**config.mk**
```make
export PLATFORM = sky130hd
export DESIGN_NAME = led_mode_ctrl
export DESIGN_NICKNAME = d
export VERILOG_FILES = /design/src/rtl/led_mode_ctrl_pkg.sv /design/src/rtl/led_mode_ctrl_tick_gen.sv /design/src/rtl/led_mode_ctrl.sv
export SDC_FILE = /design/constraint.sdc
export NUM_CORES = 1
export LEC_CHECK = 0
export ABC_AREA = 1
export BUFFER_PORTS_ARGS = -buffer_cell sky130_fd_sc_hd__buf_2
export CORE_AREA = 3 3 61 63
export DETAILED_ROUTE_END_ITERATION = 12
export DIE_AREA = 0 0 64 66
export GPL_TIMING_DRIVEN = 0
export PLACE_DENSITY_LB_ADDON = 0.05
export SYNTH_ARGS = -nofsm -noshare
export SYNTH_HDL_FRONTEND = slang
export SYNTH_SLANG_ARGS = --single-unit
```
**constraint.sdc**
```tcl
create_clock -name sclk -period 1.4 [get_ports sclk]
set_input_delay 0.14 -clock sclk [delete_from_list [all_inputs] [get_ports sclk]]
set_output_delay 0.14 -clock sclk [all_outputs]
set_load 0.1 [all_outputs]
```
**src/rtl/led_mode_ctrl_pkg.sv**
```systemverilog
// ---------------------------------------------------------------------------
// led_mode_ctrl_pkg
// Shared definitions for the LED mode controller:
//   - mode codes (OFF, ON, SLOW, FAST, BREATH) and the mode bus width
//   - MODE_LAST, the mode after which a step wraps back to OFF
//   - PWM frame constants for the breathing mode
//   - cnt_width(), the counter sizing helper
// Configuration macro: LED_MODE_BREATH_EN (adds BREATH after FAST).
// ---------------------------------------------------------------------------
package led_mode_ctrl_pkg;

  localparam int MODE_W = 3;

  typedef enum logic [MODE_W-1:0] {
    MODE_OFF    = 3'd0,
    MODE_ON     = 3'd1,
    MODE_SLOW   = 3'd2,
    MODE_FAST   = 3'd3,
    MODE_BREATH = 3'd4
  } mode_e;

`ifdef LED_MODE_BREATH_EN
  localparam mode_e MODE_LAST = MODE_BREATH;
`else
  localparam mode_e MODE_LAST = MODE_FAST;
`endif

  // A PWM frame is 100 slots; duty runs 0..100, so duty=100 means always lit.
  localparam int PWM_SLOTS = 100;
  localparam int DUTY_MAX  = 100;

  // Width needed to hold 0..term without wrapping early; never below 1 bit.
  function automatic int cnt_width(input int term);
    return (term < 1) ? 1 : $clog2(term + 1);
  endfunction

endpackage

```
**src/rtl/led_mode_ctrl_tick_gen.sv**
```systemverilog
// ---------------------------------------------------------------------------
// tick_gen
// Free-running divider: the counter runs 0..div-1 and tick is high for the
// single cycle spent at the terminal count. clr restarts the count at 0 so a
// new LED mode sees whole periods from its entry cycle.
// Ports:
//   sclk  in  system clock, rising edge
//   nrst  in  asynchronous active-low reset
//   clr   in  synchronous restart of the count
//   tick  out one-cycle pulse every div cycles (constant 1 when div = 1)
// ---------------------------------------------------------------------------
module tick_gen
  import led_mode_ctrl_pkg::*;
#(
  parameter int div = 50_000
) (
  input  logic sclk,
  input  logic nrst,
  input  logic clr,
  output logic tick
);

  localparam int               CNT_W = cnt_width(div - 1);
  localparam logic [CNT_W-1:0] TERM  = CNT_W'(div - 1);

  logic [CNT_W-1:0] cnt_q;
  logic [CNT_W-1:0] cnt_d;

  assign tick = (cnt_q == TERM);

  always_comb begin
    cnt_d = cnt_q + 1'b1;
    if (clr || tick) begin
      cnt_d = '0;
    end
  end

  always_ff @(posedge sclk or negedge nrst) begin
    if (!nrst) begin
      cnt_q <= '0;
    end else begin
      cnt_q <= cnt_d;
    end
  end

endmodule

```
**src/rtl/led_mode_ctrl.sv**
```systemverilog
// ---------------------------------------------------------------------------
// led_mode_ctrl
// Steps the board LED through OFF -> ON -> SLOW blink -> FAST blink
// (-> BREATH) -> OFF, one mode per cycle that step_flag is high. Key
// long-press repeat pulses therefore walk through the modes on their own.
// Ports:
//   sclk       in   system clock, rising edge
//   nrst       in   asynchronous active-low reset
//   step_flag  in   one step per high cycle
//   led        out  registered LED drive, 1 = lit
//   mode       out  registered current mode code
// Configuration macro: LED_MODE_BREATH_EN
//   defined   : BREATH mode (PWM triangle fade) follows FAST, and the
//               breath_ms parameter exists
//   undefined : FAST wraps to OFF; no PWM or duty logic is built
// ---------------------------------------------------------------------------
module led_mode_ctrl
  import led_mode_ctrl_pkg::*;
#(
  parameter int sclk_freq = 50_000_000,
  parameter int slow_ms   = 500,
  parameter int fast_ms   = 100
`ifdef LED_MODE_BREATH_EN
  ,
  parameter int breath_ms = 2000
`endif
) (
  input  logic              sclk,
  input  logic              nrst,
  input  logic              step_flag,
  output logic              led,
  output logic [MODE_W-1:0] mode
);

  // Blink half-period counter, sized for the longer of the two half periods.
  localparam int HALF_TERM_MAX = ((slow_ms > fast_ms) ? slow_ms : fast_ms) - 1;
  localparam int HALF_W        = cnt_width(HALF_TERM_MAX);
  localparam logic [HALF_W-1:0] SLOW_TERM = HALF_W'(slow_ms - 1);
  localparam logic [HALF_W-1:0] FAST_TERM = HALF_W'(fast_ms - 1);

  mode_e             mode_q;
  mode_e             mode_d;
  logic              phase_q;
  logic              phase_d;
  logic [HALF_W-1:0] half_cnt_q;
  logic [HALF_W-1:0] half_cnt_d;
  logic              led_q;
  logic              led_d;

  logic              ms_tick;
  logic              blink_mode;
  logic [HALF_W-1:0] half_term;

  // Every step restarts the ms grid so blink periods are exact from entry.
  tick_gen #(
    .div (sclk_freq / 1000)
  ) u_ms_tick (
    .sclk (sclk),
    .nrst (nrst),
    .clr  (step_flag),
    .tick (ms_tick)
  );

`ifdef LED_MODE_BREATH_EN
  // Duty advances once every breath_ms/200 ms, giving 200 steps per full
  // dark -> bright -> dark cycle.
  localparam int DUTY_MS_TERM = (breath_ms / 200) - 1;
  localparam int DUTY_MS_W    = cnt_width(DUTY_MS_TERM);
  localparam int SLOT_W       = cnt_width(PWM_SLOTS - 1);
  localparam int DUTY_W       = cnt_width(DUTY_MAX);

  localparam logic [DUTY_MS_W-1:0] DUTY_MS_LAST = DUTY_MS_W'(DUTY_MS_TERM);
  localparam logic [SLOT_W-1:0]    SLOT_LAST    = SLOT_W'(PWM_SLOTS - 1);
  localparam logic [DUTY_W-1:0]    DUTY_TOP     = DUTY_W'(DUTY_MAX);

  logic                 slot_tick;
  logic [SLOT_W-1:0]    slot_q;
  logic [SLOT_W-1:0]    slot_d;
  logic [DUTY_W-1:0]    duty_q;
  logic [DUTY_W-1:0]    duty_d;
  logic [DUTY_MS_W-1:0] duty_ms_q;
  logic [DUTY_MS_W-1:0] duty_ms_d;
  logic                 rising_q;
  logic                 rising_d;

  // 10 us PWM slot tick, realigned on every step like the ms tick.
  tick_gen #(
    .div (sclk_freq / 100_000)
  ) u_slot_tick (
    .sclk (sclk),
    .nrst (nrst),
    .clr  (step_flag),
    .tick (slot_tick)
  );
`endif

  assign blink_mode = (mode_q == MODE_SLOW) || (mode_q == MODE_FAST);
  assign half_term  = (mode_q == MODE_SLOW) ? SLOW_TERM : FAST_TERM;

  // Next-state logic. The LED value is derived from the registered mode, so
  // the LED follows a mode change one cycle later. A step always wins over
  // any blink toggle or duty step landing on the same edge: the new mode
  // starts lit with every counter cleared.
  always_comb begin
    mode_d     = mode_q;
    phase_d    = phase_q;
    half_cnt_d = half_cnt_q;
    led_d      = 1'b0;
`ifdef LED_MODE_BREATH_EN
    slot_d     = slot_q;
    duty_d     = duty_q;
    duty_ms_d  = duty_ms_q;
    rising_d   = rising_q;
`endif

    unique case (mode_q)
      MODE_OFF:  led_d = 1'b0;
      MODE_ON:   led_d = 1'b1;
      MODE_SLOW,
      MODE_FAST: led_d = phase_q;
`ifdef LED_MODE_BREATH_EN
      MODE_BREATH: led_d = (SLOT_W'(slot_q) < SLOT_W'(duty_q));
`endif
      default:   led_d = 1'b0;
    endcase

    if (blink_mode && ms_tick) begin
      if (half_cnt_q == half_term) begin
        phase_d    = ~phase_q;
        half_cnt_d = '0;
      end else begin
        half_cnt_d = half_cnt_q + 1'b1;
      end
    end

`ifdef LED_MODE_BREATH_EN
    // Triangle duty: 0,1..100,99..1,0,1.. with the frame slot sweeping 0..99.
    if (mode_q == MODE_BREATH) begin
      if (slot_tick) begin
        slot_d = (slot_q == SLOT_LAST) ? '0 : slot_q + 1'b1;
      end
      if (ms_tick) begin
        if (duty_ms_q == DUTY_MS_LAST) begin
          duty_ms_d = '0;
          if (rising_q) begin
            if (duty_q == DUTY_TOP) begin
              duty_d   = DUTY_TOP - 1'b1;
              rising_d = 1'b0;
            end else begin
              duty_d = duty_q + 1'b1;
            end
          end else begin
            if (duty_q == '0) begin
              duty_d   = DUTY_W'(1);
              rising_d = 1'b1;
            end else begin
              duty_d = duty_q - 1'b1;
            end
          end
        end else begin
          duty_ms_d = duty_ms_q + 1'b1;
        end
      end
    end
`endif

    if (step_flag) begin
      mode_d     = (mode_q == MODE_LAST) ? MODE_OFF : mode_e'(mode_q + 3'd1);
      phase_d    = 1'b1;
      half_cnt_d = '0;
`ifdef LED_MODE_BREATH_EN
      slot_d     = '0;
      duty_d     = '0;
      duty_ms_d  = '0;
      rising_d   = 1'b1;
`endif
    end
  end

  always_ff @(posedge sclk or negedge nrst) begin
    if (!nrst) begin
      mode_q     <= MODE_OFF;
      phase_q    <= 1'b1;
      half_cnt_q <= '0;
      led_q      <= 1'b0;
    end else begin
      mode_q     <= mode_d;
      phase_q    <= phase_d;
      half_cnt_q <= half_cnt_d;
      led_q      <= led_d;
    end
  end

`ifdef LED_MODE_BREATH_EN
  always_ff @(posedge sclk or negedge nrst) begin
    if (!nrst) begin
      slot_q    <= '0;
      duty_q    <= '0;
      duty_ms_q <= '0;
      rising_q  <= 1'b1;
    end else begin
      slot_q    <= slot_d;
      duty_q    <= duty_d;
      duty_ms_q <= duty_ms_d;
      rising_q  <= rising_d;
    end
  end
`endif

  assign led  = led_q;
  assign mode = mode_q;

endmodule

```
==> summary.md, run 1 <==
| Metric | Value |
|---|---|
| Unrepaired setup endpoints after global routing | `yes` |
| Flop pwr share | `0.432` |
| Most used cell, CP | `nand2_2` |
| DIE HEIGHT | `approximately 66 um` |
| Maximum VDD drop | `849 uV` |
| Seq cells post-synth | `30` |
| CTS tree | `built` |
| Status | `finished, violations left` |
| Die footprint | `roughly 4200 um2` |
| Highest Clock Rate | `691 MHz` |
| Switch share | `0.401` |
| Hpwl dp | `around 2400 um` |
| Crit. End Element | `register` |
| Largest net degree at the start of global routing | `31` |
| Crit Path Class | `register to register` |
| Crit path required time | `1.64 ns` |
| Synthesis-to-layout area growth | `21.1%` |
| Root Driver | `clkbuf_4` |
| Vias in the first global route | `1,417` |
| DR pass1 iterations | `5` |
| YS warnings | `0` |
| Synth Cell Area | `1780 um2` |
| Crit-path max cell delay | `between 0.5 and 0.6 ns` |
| # H-tree levels | `2` |
| GP Congestion | `0.803` |
| Clock share of power | `0.241` |
| Worst-Margin Slew | `0.659 ns` |
| Max_slew headroom | `0.561` |
| IO Port Bufs | `5` |
| Setup crit start kind | `register` |
| Layout cell share with drive strength beyond 1 | `0.279` |
| Arrival time worst endpoint | `1.69 ns` |
| # rows | `21` |
| Most frequent cells in the layout | `nand2_1, nor2_1, dfrtp_1` |
| P_int | `0.00140 W` |
| Worst-path cell chain | `ha_4, nand2_4, nand2_2, nand2_2, nand2_2, nor2_4, nor2_1, nand3_1, nand2_1` |
| CTS Buffer Depth | `2` |
| Setup violations, final | `9` |
| Critical-path top delay cell | `dfrtp_4` |
| Commonest non-fill, non-tap cell in the layout | `nand2_1` |
| ANT nets after route | `0` |
| R2R depth | `9` |
| Starting DRT DRC Count | `a little over 100` |
| Global route overflow | `0` |
| Failing checks | `negative setup slack` |
| # DRC | `0` |
| Setup TNS | `-0.285 ns` |
| # Max-Cap Violations | `0` |
| Layout Nets | `roughly 270` |
| Clock sinks | `30` |
| Post-synthesis sequential area ratio | `0.423` |
| Synth unique cells | `30` |
| Clk_lat worst skew | `0.34 ns` |
| Clock transition at the registers of the reported paths | `0.10 ns` |
| Net Sw Power | `between 0.0009 and 0.001 W` |
| Total Power | `0.00234 W` |
| Final WS setup | `-0.0476 ns` |
| Total number of vias | `1,527` |
| Vias per cell | `4.91` |
| Hold Path Stages | `2` |
| Final hold violation count | `0` |
| WL final | `3540 um` |
| Critical Path Fanout Max | `5` |
| Cell Pwr Density | `1090 nW/um2` |
| Syn avg cell area | `7.34 um2` |
| Final Skew | `0.00802 ns` |
| IO Pins | `7` |
| Leak | `approximately 0.99 nW` |
| Comb power frac | `0.327` |
| Slew Viols, Final | `0` |
| Initial Util | `0.541` |
| Minimum clock period after layout | `approximately 1.4 ns` |
| Total CTS buffers | `5` |
| Hold WC Path Type | `input pin to register` |
| Ratio of final minimum period to clock period | `1.03` |
| DIE WIDTH | `64 um` |
| GRT Util Overall | `0.190` |
| Ant diodes | `0` |
| Core ar. | `3280 um2` |
| Syn Nets | `250` |
| Average wire per standard cell | `11.4 um` |
| Post-Syn Instances | `between 200 and 250` |
| Initial antenna violation count | `0` |
| First-pass GRT wire length | `6180 um` |
==> metal layers <==
metal,wire length [um],global-route usage
met2,1790,0.321
met3,94,0.0510
met4,63,0.0809
met5,0,0
met1,1590,0.227
==> synthesized netlist by cell type (all sizes together) <==
master  count  area [um2]
buf         2        22.5
o21bai      3        22.5
xnor2       1        8.76
nand3      19         100
nor3b       2        20.0
dfstp       1        26.3
nor2       46         183
dfrtp      29         726
nor3        5        41.3
nand2      80         315
clkinv      2        8.75
nand4       3        18.8
nor4        1        6.26
a22o        1        8.76
a21oi       4        20.0
clkbuf      1        3.75
inv        25        96.4
o21ai       5        25.0
xor2        7        61.3
ha          5        62.6
==> critical path: cells and delay by family, from the launching register on <==
family	cells	cell delay [ns]
DFF	1	0.52
adders and majority gates	1	0.17
and+or+nand+nor	8	0.64
==> power groups by stage <==
stage                     sequential, W  clock, W  combinational, W
after floorplan                 0.00134         0          0.000212
after global placement          0.00102         0          0.000643
after detailed placement        0.00103         0          0.000646
after CTS                       0.00101  0.000576          0.000690
after global routing            0.00102  0.000622          0.000816
final                           0.00101  0.000564          0.000764
==> logic make-up (layout without fill, tap and decap cells) <==
| family | count (synthesis) | after routing | share of synthesized area |
|---|---|---|---|
| XOR/XNOR | 8 | 8 | 0.0394 |
| adder cells (fa/ha/maj) | 5 | 5 | 0.0352 |
| AO/OA/AOI/OAI | 13 | 13 | 0.0430 |
| flip-flops | 30 | 30 | 0.423 |
| buffers and inverters | 30 | 53 | 0.0739 |
| AND/OR/NAND/NOR | 156 | 156 | 0.385 |
==> final cells by class <==
type                            count  area (um2)
Tap cell                           46        57.6
Sequential cell                    30         764
Timing Repair Buffer               15         118
Inverter                           27         108
Multi-Input combinational cell    182        1010
Buffer                              3        30.0
Clock buffer                        6        51.3
Fill cell                         264        1130
Clock inverter                      2        12.5
==> flip-flops by register name (all words and copies together), names as in the netlist <==
name / flops
u_ms_tick.cnt_q: 16
half_cnt_q: 9
mode: 3
led: 1
phase_q: 1
==> through the flow <==
step / instance area, um2 / cells / hold WS, ns / utilization / worst slack, ns
floorplan: 1820 / 242 / -0.156 / - / -0.123
global placement: 1900 / 293 / 0.219 / 0.580 / -0.0574
detailed placement: 1900 / 293 / 0.214 / 0.580 / -0.0732
CTS: 2020 / 302 / 0.222 / 0.615 / -0.0408
global route: 2150 / 311 / 0.238 / 0.655 / -0.164
finish: 2150 / 311 / 0.225 / 0.655 / -0.0476
==> repair_timing <==
item,in CTS,in global routing
buffers inserted,0,8
hold endpoints to repair,29,0
pin swaps,10,6
hold buffers,1,0
gates cloned,0,1
resized for setup,10,21
setup endpoints to repair,20,24
==> final timing paths <==
kind	from	endpoint	slack, ns
worst max-delay path	mode[1]	half_cnt_q[8]	-0.05
worst min-delay path	step_flag	mode[2]	0.23
worst max register to register	mode[1]	half_cnt_q[8]	-0.05
worst min register to register	phase_q	phase_q	0.48
max in group asynchronous	nrst	mode[1]	0.56
min in group asynchronous	nrst	mode[0]	0.36
No activity file was read; power rests on OpenSTA's default activity.
==> inputs of run 2 (changes only) <==
BUFFER_PORTS_ARGS = -buffer_cell sky130_fd_sc_hd__buf_4   (was -buffer_cell sky130_fd_sc_hd__buf_2)
GPL_TIMING_DRIVEN = default   (was 0)
==> run 2 against run 1 <==
Against the previous run:
- the run still ends with negative setup slack left
- combinational power grew 28%
- via count grew 3.8%
- core utilization is 4.5 points higher
- final area grew 6.9%
- clock skew rose by 0.0028 ns
- non-clock buffer count increased by 8
- fmax up 1.6%
- critical path type unchanged
- largest power group unchanged
==> summary.md, run 2 (synthesis gave the netlist of run 1 again) <==
| Metric | Value |
|---|---|
| Vias per cell | `4.97 (+1.2%)` |
| Largest register FFs | `16 (unchanged)` |
| Most used cell, CP | `nand2_1` |
| Slew Viols, Final | `0 (unchanged)` |
| Critical Path Fanout Max | `4 (-1)` |
| Highest Clock Rate | `702 MHz (+1.6%)` |
| Setup violations, final | `5 (-4)` |
| IO Port Bufs | `6 (+1)` |
| Total number of vias | `1,585 (+3.8%)` |
| R2r setup slk | `-0.02 ns (+0.02 ns)` |
| Unrepaired setup endpoints after global routing | `yes` |
| Cell Pwr Density | `1150 nW/um2 (+5.8%)` |
| Critical-path top delay cell | `dfrtp_4` |
| Root Driver | `clkbuf_4` |
| WL final | `3900 um (+10%)` |
| Setup crit end | `half_cnt_q[0]` |
| Largest net degree at the start of global routing | `31 (unchanged)` |
| Clock sinks | `30 (unchanged)` |
| Layout cell share with drive strength beyond 1 | `0.304 (+0.0248)` |
| Layout Nets | `280 (+2.9%)` |
| Fillers | `262 (-0.76%)` |
| IO Pins | `7 (unchanged)` |
| Clock transition at the registers of the reported paths | `0.10 ns (about the same)` |
| Crit. End Element | `register` |
| Maximum VDD drop | `965 uV (+14%)` |
| Critical path startpoint | `mode[0]` |
| Vias in the first global route | `1,510 (+6.6%)` |
| Final hold violation count | `0 (unchanged)` |
| Fin cells | `319 (+2.6%)` |
| Crit path required time | `1.63 ns (about the same)` |
| Ant diodes | `0 (unchanged)` |
| # H-tree levels | `2 (unchanged)` |
| ANT nets after route | `0 (unchanged)` |
| CTS tree | `built` |
| Leak | `1.06 nW (+6.3%)` |
| DR pass1 iterations | `4 (-1)` |
| Hold WC Path Type | `input pin to register` |
| Die footprint | `4220 um2 (unchanged)` |
| Largest Register | `u_ms_tick.cnt_q` |
| Max_slew headroom | `0.743 (+0.182)` |
| DIE WIDTH | `64 um (unchanged)` |
| # rows | `21 (unchanged)` |
| First-pass GRT wire length | `6730 um (+8.9%)` |
| Hpwl dp | `2630 um (+11%)` |
| Crit Path Class | `register to register` |
| Initial antenna violation count | `0 (unchanged)` |
| Status | `finished, violations left` |
| Crit-path max cell delay | `0.52 ns (about the same)` |
| Arrival time worst endpoint | `1.65 ns (-0.04 ns)` |
| # DRC | `0 (unchanged)` |
| Worst slack, placed | `-0.0553 ns (+0.0179 ns)` |
| Total CTS buffers | `5 (unchanged)` |
| Setup crit start kind | `register` |
| # Max-Cap Violations | `0 (unchanged)` |
| Average wire per standard cell | `12.2 um (+7.4%)` |
| Worst-path cell chain | `inv_4, ha_4, nand2_4, o21ai_4, nand3_4, nand2_1, nor2_1, nand2_1, nand2_1` |
| Starting DRT DRC Count | `147 (+43%)` |
| Initial Util | `0.541 (unchanged)` |
| Startpoint of the worst register-to-register path | `mode[0]` |
| Post-Place Cells | `306 (+4.4%)` |
| R2R depth | `9 (unchanged)` |
| Clk_lat worst skew | `0.33 ns (about the same)` |
| GP Congestion | `0.892 (+11%)` |
| Commonest non-fill, non-tap cell in the layout | `nand2_1` |
| Minimum clock period after layout | `1.42 ns (-0.0230 ns)` |
| Core ar. | `3280 um2 (unchanged)` |
| DIE HEIGHT | `66 um (unchanged)` |
| Total Power | `0.00264 W (+13%)` |
| Ratio of final minimum period to clock period | `1.02 (-0.0164)` |
| R2R Path End | `half_cnt_q[0]` |
| Global route overflow | `0 (unchanged)` |
| Final WS setup | `-0.0246 ns (+0.0230 ns)` |
| Most frequent cells in the layout | `nand2_1, nor2_1, dfrtp_1` |
| CTS Buffer Depth | `2 (unchanged)` |
| Synthesis-to-layout area growth | `29.4%` |
| Worst-Margin Slew | `0.386 ns (-0.273 ns)` |
| Final Skew | `0.0108 ns (+0.00279 ns)` |
| GRT Util Overall | `0.207 (+0.0173)` |
| Failing checks | `negative setup slack` |
## run 2: changes by cell type in the layout (fill, tap and decap cells not counted), moves of 2 or more
cell and delta:
nand3_2 -2, nand2_4 +3, nand2_1 +2, buf_6 +3, nand3_4 +2, nand2_2 -5
inv_2 -2, buf_2 -4, clkbuf_8 +2, buf_4 +12
## run 2: worst min-delay path by stage
stage	cells after the start	startpoint	end
2_1_floorplan	0	nrst	half_cnt_q[0]
3_3_place_gp	1	nrst	mode[2]
3_5_place_dp	1	nrst	led
4_1_cts	2	step_flag	mode[2]
5_1_grt	2	step_flag	mode[2]
6_report	2	step_flag	mode[2]
## run 2: layer usage
metal | up-vias | global-route usage | routed length (um)
met5 | - | 0 | 0
met4 | 0 | 0.0889 | 84
met3 | 8 | 0.0527 | 133
met2 | 40 | 0.363 | 2060
met1 | 723 | 0.239 | 1620
li1 | 814 | - | -
## run 2: critical path, delay by kind of cell, from the launching register on
family / cells / cell delay, ns
buffers and inverters: 1 / 0.08
adders and majority gates: 1 / 0.13
AOI/OAI and AO/OA: 1 / 0.17
DFF: 1 / 0.52
and+or+nand+nor: 6 / 0.44
## run 2: power breakdown
group / switching (W) / internal [W]
clock network: 0.000309 / 0.000343
logic: 0.000628 / 0.000347
registers: 0.0000695 / 0.000948
total: 0.00101 / 0.00164
## run 2: what timing repair did
item	CTS	global route
pin swaps	8	7
resized for setup	16	24
endpoints found under the hold margin	29	0
endpoints found under the setup margin	10	29
buffers inserted	3	1
hold buffers	1	0
## run 2: stage by stage
step	util	TNS (ns)	hold WS, ns	instance area (um2)
2_1_floorplan	-	-1.12	-0.156	1820
3_3_place_gp	0.616	-0.303	0.0884	2020
3_5_place_dp	0.616	-0.429	0.0893	2020
4_1_cts	0.671	0	0.0421	2200
5_1_grt	0.700	-0.846	0.0635	2300
6_report	0.700	-0.0741	0.0798	2300
## run 2: layout make-up
type	instances	area, um2	share of cell area
inverters	27	114	0.0495
flip-flops and latches	30	764	0.332
multi-input cells	182	1060	0.461
repair buffers	26	225	0.0979
clock buffers	8	78.8	0.0343
well taps	46	57.6	0.0250
==> inputs of run 3 (changes only) <==
TNS_END_PERCENT = 30   (was default)
==> run 3 against run 2 <==
Against the previous run:
- the run still ends with negative setup slack left
- critical endpoint is now half_cnt_q[1]
- critical path depth unchanged
- register-to-register slack about the same
- count of clock-buffer cells in the layout down 1
- first-iteration DRC count down 41%
- non-clock buffer count down 1
- routed wire length down 9.6%
- worst setup slack better by 0.011 ns
- worst hold slack worse by 0.019 ns
- final area down 6.3%
- power down 9.7%
- clock skew down 0.0021 ns
==> summary.md, run 3 (synthesis gave the netlist of run 1 again) <==
| Metric | Value |
|---|---|
| First-pass GRT wire length | `6350 um (-5.6%)` |
| Setup crit start kind | `register` |
| CTS Buffer Depth | `2 (unchanged)` |
| WL final | `3520 um (-9.6%)` |
| Initial antenna violation count | `0 (unchanged)` |
| Vias per cell | `4.81 (-3.3%)` |
| Post-Place Cells | `309 (+0.98%)` |
| Worst-Margin Slew | `0.389 ns (+0.00286 ns)` |
| Total number of vias | `1,528 (-3.6%)` |
| Slew Viols, Final | `0 (unchanged)` |
| Total CTS buffers | `5 (unchanged)` |
| Highest Clock Rate | `707 MHz (+0.76%)` |
| Clk_lat worst skew | `0.33 ns (about the same)` |
| Final hold violation count | `0 (unchanged)` |
| # H-tree levels | `2 (unchanged)` |
| Crit-path max cell delay | `0.51 ns (about the same)` |
| CP top delay family | `flip-flops` |
| Layout cell share with drive strength beyond 1 | `0.268 (-0.0356)` |
| Ant diodes | `0 (unchanged)` |
| Critical-path top delay cell | `dfrtp_4` |
| Status | `finished, violations left` |
| Minimum clock period after layout | `1.41 ns (-0.0108 ns)` |
| Cell Pwr Density | `1110 nW/um2 (-3.7%)` |
| Worst Hold End | `mode[2]` |
| Average wire per standard cell | `11.1 um (-9.3%)` |
| ANT nets after route | `0 (unchanged)` |
| Startpoint of the worst register-to-register path | `mode[0]` |
| Crit path required time | `1.63 ns (about the same)` |
| GRT Util Overall | `0.193 (-0.0141)` |
| Arrival time worst endpoint | `1.64 ns (about the same)` |
| # DRC | `0 (unchanged)` |
| Final Skew | `0.00868 ns (-0.00213 ns)` |
| Crit. End Element | `register` |
| R2R depth | `9 (unchanged)` |
| Clock sinks | `30 (unchanged)` |
| Leak | `1.04 nW (-2.1%)` |
| IO Port Bufs | `6 (unchanged)` |
| Ratio of final minimum period to clock period | `1.01 (-0.00769)` |
| Buffers plus inverters on the worst setup path | `1 (unchanged)` |
| Crit Path Class | `register to register` |
| Starting DRT DRC Count | `86 (-41%)` |
| Maximum VDD drop | `834 uV (-14%)` |
| Max_slew headroom | `0.741 (-0.00191)` |
| Initial Util | `0.541 (unchanged)` |
| # Max-Cap Violations | `0 (unchanged)` |
| Core ar. | `3280 um2 (unchanged)` |
| DIE WIDTH | `64 um (unchanged)` |
| GP Congestion | `0.910 (+1.9%)` |
| Die footprint | `4220 um2 (unchanged)` |
| Worst-path cell chain | `inv_4, ha_4, nand2_4, o21ai_4, nand3_2, nand2_2, nor2_2, nand2_1, nand2_1` |
| Synthesis-to-layout area growth | `21.3%` |
| Global route overflow | `0 (unchanged)` |
| Largest register FFs | `16 (unchanged)` |
| Clock transition at the registers of the reported paths | `0.09 ns (about the same)` |
| Setup violations, final | `1 (-4)` |
| Hold WC Path Type | `input pin to register` |
| # rows | `21 (unchanged)` |
| Hold Path Stages | `2 (unchanged)` |
| Root Driver | `clkbuf_4` |
| Worst slack, placed | `-0.0479 ns (+0.00741 ns)` |
| Unrepaired setup endpoints after global routing | `yes` |
| R2R Path End | `half_cnt_q[1]` |
| R2r setup slk | `-0.01 ns (about the same)` |
| Largest Register | `u_ms_tick.cnt_q` |
| Critical hold path startpoint | `step_flag` |
| Layout Nets | `279 (-0.36%)` |
| IO Pins | `7 (unchanged)` |
| CTS tree | `built` |
| Most frequent cells in the layout | `nand2_1, nor2_1, dfrtp_1` |
| Hpwl dp | `2540 um (-3.5%)` |
| DR pass1 iterations | `4 (unchanged)` |
| Critical Path Fanout Max | `4 (unchanged)` |
| DIE HEIGHT | `66 um (unchanged)` |
| Largest net degree at the start of global routing | `31 (unchanged)` |
| Failing checks | `negative setup slack` |
| Most used cell, CP | `nand2_1` |
| Fin cells | `318 (-0.31%)` |
| Levels on crit path | `9 (unchanged)` |
| Vias in the first global route | `1,524 (+0.93%)` |
| Final WS setup | `-0.0139 ns (+0.0108 ns)` |
| Commonest non-fill, non-tap cell in the layout | `nand2_1` |
[run 3: cell count changes in the layout (fill, tap and decap cells not counted), sizes merged]
cell      change
inv           +2
buf           -1
clkbuf        -1
clkinvlp      -1
[run 3: cell type report]
cell class	instances	area [um2]
clock buffer	7	55.1
clock inverter	1	5.00
fill	298	1130
inverter	27	108
multi-input combinational	182	972
sequential	30	764
tap	46	57.6
timing repair buffer	25	194
[run 3: power breakdown]
part	internal (W)	switching [W]
registers	0.000948	0.0000522
logic	0.000272	0.000564
clock network	0.000243	0.000309
total	0.00146	0.000924
[run 3: per-stage QoR]
stage	hold slack [ns]	util	total power, W	setup TNS, ns	area, um2
finish	0.0610	0.656	0.00239	-0.0139	2160
global route	0.0610	0.656	0.00252	-0.903	2160
CTS	0.0533	0.645	0.00238	-0.0104	2120
detailed placement	0.0946	0.619	0.00180	-0.414	2030
global placement	0.0918	0.619	0.00179	-0.0323	2030
floorplan	-0.156	-	0.00156	-1.09	1820
[run 3: what timing repair did]
item,4_1_cts,5_1_grt
setup buffers,0,0
endpoints found under the hold margin,29,0
gates resized for setup,4,13
hold buffers,1,0
pin swaps,3,3
setup endpoints to repair,23,27
[run 3: worst max-delay path by stage]
stage / endpoint / start / slack (ns)
floorplan: half_cnt_q[1] / mode[0] / -0.12
global placement: half_cnt_q[1] / mode[0] / -0.02
detailed placement: u_ms_tick.cnt_q[3] / u_ms_tick.cnt_q[0] / -0.05
CTS: half_cnt_q[5] / mode[1] / -0.008
global route: half_cnt_q[8] / mode[0] / -0.11
finish: half_cnt_q[1] / mode[0] / -0.01
[run 3: per-layer routing]
metal | GRT usage | routed length (um) | share of wire | vias up
li1 | - | - | - | 813
met1 | 0.219 | 1640 | 0.46 | 683
met4 | 0.0674 | 78 | 0.022 | 0
met3 | 0.0527 | 110 | 0.031 | 8
met5 | 0 | 0 | 0 | -
met2 | 0.347 | 1700 | 0.48 | 24
